[src/rtl/dp_pkg.sv]
// Shared definitions for the multi-cycle datapath.
//   state_t  : sequencer step encodings (state_out exposes these values)
//   alu_op_t : ALU_Control operation codes driven by the external decoder
//   RESET_PC_DEFAULT : default fetch address after reset
//   sext16   : sign-extends a 16-bit immediate to 32 bits
package dp_pkg;

  typedef enum logic [2:0] {
    S_IF   = 3'd0,
    S_ID   = 3'd1,
    S_EX   = 3'd2,
    S_MEM  = 3'd3,
    S_WB   = 3'd4,
    S_HALT = 3'd7
  } state_t;

  typedef enum logic [2:0] {
    ALU_AND = 3'd0,
    ALU_OR  = 3'd1,
    ALU_ADD = 3'd2,
    ALU_SUB = 3'd6,
    ALU_SLT = 3'd7
  } alu_op_t;

  localparam logic [31:0] RESET_PC_DEFAULT = 32'h0000_0000;

  function automatic logic [31:0] sext16(input logic [15:0] v);
    return {{16{v[15]}}, v};
  endfunction

endpackage

[src/rtl/dp_regfile.sv]
// 32 x 32-bit register file: two asynchronous read ports, one synchronous
// write port, asynchronous active-low clear.
//   clk, rst      : clock / async active-low clear of all registers
//   ra1, ra2      : read addresses -> rd1, rd2 (register 0 always reads 0)
//   we, wa, wd    : write enable / address / data (writes to register 0 dropped)
// A read of the register being written returns the old contents.
module dp_regfile (
  input  logic        clk,
  input  logic        rst,
  input  logic [4:0]  ra1,
  input  logic [4:0]  ra2,
  input  logic        we,
  input  logic [4:0]  wa,
  input  logic [31:0] wd,
  output logic [31:0] rd1,
  output logic [31:0] rd2
);

  logic [31:0] regs [32];

  always_ff @(posedge clk or negedge rst) begin
    if (!rst) begin
      for (int unsigned i = 0; i < 32; i++) regs[i] <= '0;
    end else if (we && (wa != 5'd0)) begin
      regs[wa] <= wd;
    end
  end

  assign rd1 = (ra1 == 5'd0) ? '0 : regs[ra1];
  assign rd2 = (ra2 == 5'd0) ? '0 : regs[ra2];

endmodule

[src/rtl/multicycle_datapath.sv]
// Multi-cycle MIPS-subset datapath with internal IF/ID/EX/MEM/WB sequencer.
// Instruction and data memories are reached over req/ack buses with
// variable latency; a wait that exceeds TIMEOUT_CYC cycles halts the core
// (state S_HALT, sticky err) until reset.
// Ports:
//   clk, rst                 : clock, async active-low reset
//   imem_req/addr/ack/rdata  : instruction fetch bus (addr = PC)
//   inst_out                 : instruction register, to external decoder
//   RegDst..MemWrite, ALU_Control : decoded controls from external decoder
//   dmem_req/we/addr/wdata/ack/rdata : data bus (addr = ALUOut, wdata = B)
//   PC_out, state_out        : current PC and sequencer state (debug)
//   err                      : sticky bus-timeout flag
//   exc                      : one-cycle overflow-trap pulse
// Build option: define OVF_TRAP_EN to trap signed overflow on register-
// writing ALU ops (PC <= TRAP_VEC, writeback suppressed); otherwise
// overflow wraps silently and exc stays 0.
module multicycle_datapath
  import dp_pkg::*;
#(
  parameter logic [31:0] RESET_PC    = RESET_PC_DEFAULT,
  parameter int unsigned TIMEOUT_CYC = 16,
  parameter logic [31:0] TRAP_VEC    = 32'h0000_0180
) (
  input  logic        clk,
  input  logic        rst,
  output logic        imem_req,
  output logic [31:0] imem_addr,
  input  logic        imem_ack,
  input  logic [31:0] imem_rdata,
  output logic [31:0] inst_out,
  input  logic        RegDst,
  input  logic        ALUSrc_B,
  input  logic        MemtoReg,
  input  logic        Jump,
  input  logic        Branch,
  input  logic        RegWrite,
  input  logic        MemRead,
  input  logic        MemWrite,
  input  logic [2:0]  ALU_Control,
  output logic        dmem_req,
  output logic        dmem_we,
  output logic [31:0] dmem_addr,
  output logic [31:0] dmem_wdata,
  input  logic        dmem_ack,
  input  logic [31:0] dmem_rdata,
  output logic [31:0] PC_out,
  output logic [2:0]  state_out,
  output logic        err,
  output logic        exc
);

  state_t      state, state_nxt;
  logic [31:0] pc, ir, a, b, alu_out, mdr;
  logic [31:0] wait_cnt;
  logic        req_en, err_q, exc_q;
  logic [31:0] imm_sext, alu_b, alu_y, rd_a, rd_b;
  logic        zero, timeout, trap;

  assign imm_sext = sext16(ir[15:0]);
  assign zero     = (alu_y == '0);
  assign timeout  = (wait_cnt == TIMEOUT_CYC - 1);

  always_comb begin
    alu_b = ALUSrc_B ? imm_sext : b;
    alu_y = '0;
    case (ALU_Control)
      ALU_AND: alu_y = a & alu_b;
      ALU_OR:  alu_y = a | alu_b;
      ALU_ADD: alu_y = a + alu_b;
      ALU_SUB: alu_y = a - alu_b;
      ALU_SLT: alu_y = {31'd0, $signed(a) < $signed(alu_b)};
      default: alu_y = '0;
    endcase
  end

`ifdef OVF_TRAP_EN
  logic ovf;
  always_comb begin
    ovf = 1'b0;
    if (ALU_Control == ALU_ADD)
      ovf = (a[31] == alu_b[31]) && (alu_y[31] != a[31]);
    else if (ALU_Control == ALU_SUB)
      ovf = (a[31] != alu_b[31]) && (alu_y[31] != a[31]);
  end
  assign trap = ovf && RegWrite;
`else
  assign trap = 1'b0;
`endif

  dp_regfile u_rf (
    .clk (clk),
    .rst (rst),
    .ra1 (ir[25:21]),
    .ra2 (ir[20:16]),
    .we  (state == S_WB),
    .wa  (RegDst ? ir[15:11] : ir[20:16]),
    .wd  (MemtoReg ? mdr : alu_out),
    .rd1 (rd_a),
    .rd2 (rd_b)
  );

  always_comb begin
    state_nxt = state;
    case (state)
      S_IF:   if (imem_ack) state_nxt = S_ID;
              else if (timeout) state_nxt = S_HALT;
      S_ID:   state_nxt = S_EX;
      S_EX:   if (Jump || Branch || trap) state_nxt = S_IF;
              else if (MemRead || MemWrite) state_nxt = S_MEM;
              else if (RegWrite) state_nxt = S_WB;
              else state_nxt = S_IF;
      S_MEM:  if (dmem_ack) state_nxt = MemWrite ? S_IF : S_WB;
              else if (timeout) state_nxt = S_HALT;
      S_WB:   state_nxt = S_IF;
      S_HALT: state_nxt = S_HALT;
      default: state_nxt = S_HALT;
    endcase
  end

  always_ff @(posedge clk or negedge rst) begin
    if (!rst) begin
      state    <= S_IF;
      pc       <= RESET_PC;
      ir       <= '0;
      a        <= '0;
      b        <= '0;
      alu_out  <= '0;
      mdr      <= '0;
      wait_cnt <= '0;
      req_en   <= 1'b0;
      err_q    <= 1'b0;
      exc_q    <= 1'b0;
    end else begin
      state  <= state_nxt;
      req_en <= 1'b1;
      exc_q  <= 1'b0;
      // Any state change restarts the wait count, so entering S_IF/S_MEM
      // always begins at zero.
      if (state_nxt != state) wait_cnt <= '0;
      else if (state == S_IF || state == S_MEM) wait_cnt <= wait_cnt + 32'd1;
      if (state_nxt == S_HALT) err_q <= 1'b1;
      case (state)
        S_IF: if (imem_ack) begin
          ir <= imem_rdata;
          pc <= pc + 32'd4;
        end
        S_ID: begin
          a <= rd_a;
          b <= rd_b;
        end
        S_EX: begin
          alu_out <= alu_y;
          if (Jump) pc <= {pc[31:28], ir[25:0], 2'b00};
          else if (Branch) begin
            if (zero) pc <= pc + {imm_sext[29:0], 2'b00};
          end else if (trap) begin
            pc    <= TRAP_VEC;
            exc_q <= 1'b1;
          end
        end
        S_MEM: if (dmem_ack && !MemWrite) mdr <= dmem_rdata;
        default: ;
      endcase
    end
  end

  // req_en keeps the fetch request low while reset is applied, since the
  // sequencer already sits in S_IF during reset.
  assign imem_req   = (state == S_IF) && req_en;
  assign imem_addr  = pc;
  assign inst_out   = ir;
  assign dmem_req   = (state == S_MEM);
  assign dmem_we    = (state == S_MEM) && MemWrite;
  assign dmem_addr  = alu_out;
  assign dmem_wdata = b;
  assign PC_out     = pc;
  assign state_out  = state;
  assign err        = err_q;
  assign exc        = exc_q;

endmodule

[config.mk]
export PLATFORM = sky130hd
export DESIGN_NAME = multicycle_datapath
export DESIGN_NICKNAME = d
export VERILOG_FILES = /design/src/rtl/dp_pkg.sv /design/src/rtl/dp_regfile.sv /design/src/rtl/multicycle_datapath.sv
export SDC_FILE = /design/constraint.sdc
export NUM_CORES = 2
export LEC_CHECK = 0
export ABC_AREA = 1
export BUFFER_PORTS_ARGS = -buffer_cell sky130_fd_sc_hd__buf_2
export CORE_MARGIN = 2
export CORE_UTILIZATION = 35
export CTS_BUF_LIST = sky130_fd_sc_hd__clkbuf_8
export DETAILED_ROUTE_END_ITERATION = 8
export SLEW_MARGIN = 10
export SYNTH_ARGS = -nofsm -noshare
export SYNTH_HDL_FRONTEND = slang
export SYNTH_SLANG_ARGS = --single-unit
[constraint.sdc]
create_clock -name clk -period 5.65 [get_ports clk]
set_clock_uncertainty 0.15 [all_clocks]
set_input_delay 0.565 -clock clk [delete_from_list [all_inputs] [get_ports clk]]
set_output_delay 0.565 -clock clk [all_outputs]
set_load 0.01 [all_outputs]
==> key figures <==
Run status
  • Status: finished clean

Setup path
  • Critical Path Start Type: flop
  • R2R depth: 25
  • CP Max Fanout: 26
  • Crit path largest cell delay: 0.58 ns
  • Worst r2r dst: PC_out[4]
  • CP startpoint: dmem_wdata[13]
  • Critical path endpoint category: flop
  • WS Path Type: flop to flop
  • Reg-to-Reg Start: dmem_wdata[13]
  • Critical Path AT: 5.79 ns
  • Cell repeated most along the worst path: nand2_1
  • FF-to-FF setup slack: 0.53 ns
  • Crit-path slowest cell: o21ai_0
  • CP endpoint: PC_out[4]
  • Req. time, crit path: 6.32 ns

Logic synthesis
  • Synthesis Warnings: 0
  • Top cells by count, synth: 2741 x nand2_1, 2281 x o21ai_0, 1251 x dfrtp_1
  • Synthesized area per cell: 7.17 sq um
  • Most common cell in the netlist: nand2_1
  • Cell area after synthesis: 73700 sq um
  • Post-Syn Instances: 10300
  • Yosys top cell area share: 0.425
  • Ys async rst share: 1.00
  • Synth cell types: 53
  • Sequential-to-total area share from yosys stat: 0.425
  • Top_reg_cell synth: dfrtp_1
  • Yosys top cell by area: dfrtp_1
  • Yosys reg bits: 1251
  • Area contributors post-synth: dfrtp_1 43%, o21ai_0 15%, nand2_1 14%
  • EDFF count, synth: 0

Detailed routing
  • Drt wl/cell: 23.6 microns
  • Drc violations: 0
  • Final WL: 309 mm
  • Final ANT Viol Nets: 0
  • Via density: 5.67
  • Vias after detailed routing: 74500
  • Iter 0 DRT Violations: 9570
  • DRT Pass-1 Iters: 7

Die
  • # rows: 168
  • Die span in x: 463 microns
  • # IOs: 247
  • Starting Density: 0.352
  • Core area: 209000 sq um
  • Die height: 463 microns
  • Die area: 214000 sq um

Layout
  • Syn-to-layout area delta: 11.8%
  • Final net count: 10300
  • Share of layout cells above drive strength 1: 0.0889
  • Layout Utilization: 0.393

Global route
  • Met1 Use GR: 0.373
  • Total grt overflow: 0
  • Vias in the first global route: 71000
  • GR Util met3: 0.0516
  • Antenna violations before repair: 15
  • GRT met2 Usage: 0.432
  • Total track usage: 0.280
  • Largest net degree at the start of global routing: 187
  • First-pass GRT wire length: 460 mm
  • Busiest grt layer: met2

Timing
  • Setup_tns: 0 ns
  • Final setup fails: 0
  • Achievable Freq: 0.195 GHz
  • Max Slew Vio Count: 0
  • Least-Margin Pin Slew: 1.28 ns
  • Tmin final: 5.12 ns
  • Fin crit share: 0.907
  • RSZ-0062 raised after global routing: false
  • Hold_ws: 0.0564 ns
  • Worst slew margin: 0.144
  • Final hold violation count: 0

CTS
  • H-tree depth: 4
  • CTS tree: built
  • Number of hold buffers added after CTS: 79
  • TritonCTS Buffers: 219
  • CTS Buffer Depth: 3
  • CTS Root Buffer Type: clkbuf_8
  • Setup repair bufs after CTS: 0
  • Clock Pin Slew Worst Setup and Hold Paths: 0.06 ns
  • CTS sink cnt: 1251
  • Post-CTS Resized: 0
  • Clk Latency, worst-skew pair: 1.00 ns

Hold path
  • HP Class: input port to asynchronous set/reset pin

Place
  • Detailed placement HPWL: 194 mm
  • Port bufs: 241
  • Routability cong.: 0.963

Power
  • Max IR drop VDD: 0.248 mV
  • Leak: 36.7 nW
  • PD cells: 229 nW/um^2

Run
  • Max cap viols: 0
through the flow:
stage | instance area (sq um) | power [W] | std cells | worst slack, ns
after floorplan | 73700 | 0.00972 | 10300 | 1.88
after global placement | 76900 | 0.0102 | 12600 | 0.233
after detailed placement | 76900 | 0.0102 | 12600 | 0.316
after CTS | 82300 | 0.0190 | 13100 | 0.554
after global routing | 82300 | 0.0195 | 13100 | 0.271
final | 82300 | 0.0189 | 13100 | 0.527
critical path: cells and delay by family (launching register included):
family	cells	cell delay, ns
adders and majority gates	1	0.50
and+or+nand+nor	20	2.62
buffers and inverters	3	0.55
AOI/OAI and AO/OA	1	0.58
DFF	1	0.49
how the worst min path moves through the flow:
stage | startpoint | endpoint | slack [ns] | depth (start not counted)
after global placement | u_rf.regs[1003] | u_rf.regs[1003] | 0.21 | 0
after global routing | rst | u_rf.regs[775] | 0.08 | 2
final | rst | u_rf.regs[775] | 0.06 | 2
after detailed placement | u_rf.regs[1005] | u_rf.regs[1005] | 0.22 | 0
after CTS | rst | u_rf.regs[647] | 0.02 | 2
after floorplan | rst | PC_out[10] | 0.12 | 0
layout make-up:
cell class | count | area (sq um)
Inverter | 758 | 2870
Clock buffer | 267 | 3670
Clock inverter | 138 | 900
Antenna cell | 8 | 20.0
Multi-Input combinational cell | 7411 | 36400
Fill cell | 21800 | 127000
Tap cell | 2805 | 3510
Timing Repair Buffer | 491 | 3640
Sequential cell | 1251 | 31300
flip-flops by register name, indices dropped and copies added (netlist names):
name and cells:
err 1, wait_cnt 32, dmem_addr 32, a 32
u_rf.regs 1024, state_out 3, inst_out 32, req_en 1
PC_out 30, dmem_wdata 32, mdr 32
power breakdown:
group          switching [W]  total, W  internal, W
Clock                0.00415   0.00882      0.00467
Combinational       0.000662  0.000947     0.000284
Sequential         0.0000759   0.00911      0.00903
Total                0.00488    0.0189       0.0140
layout by cell type, fill, tap and decap left out, drive strengths merged, types with 11 or more instances in the layout:
cell type	Yosys	layout
ha	134	134
nand2	2790	2790
nand4	31	31
dlygate4sd3	0	79
nor4	18	18
o22ai	288	288
inv	754	850
nor3	38	38
a32oi	64	64
xnor2	28	28
a221oi	129	129
dfrtp	1251	1251
a21oi	357	357
mux2	19	19
o21ai	2285	2285
nor2	826	826
xor2	45	45
a32o	62	62
clkinv	4	37
or2	11	11
nand3	197	197
clkbuf	635	267
buf	222	412
nand3b	32	32
per-layer routing:
layer	share of wire	wire, microns	vias to the layer above
met3	0.095	29400	841
li1	-	-	33800
met2	0.44	136000	4067
met5	0.00033	102	-
met4	0.057	17600	14
met1	0.41	127000	35700
logic make-up after synthesis:
family / synth area share
adder cells (fa/ha/maj): 0.0236
flip-flops: 0.425
other: 0.000102
multiplexers: 0.00358
buffers and inverters: 0.0870
AND/OR/NAND/NOR: 0.213
XOR/XNOR: 0.00868
AO/OA/AOI/OAI: 0.239
Note: power is estimated with default switching activity, not from simulation.
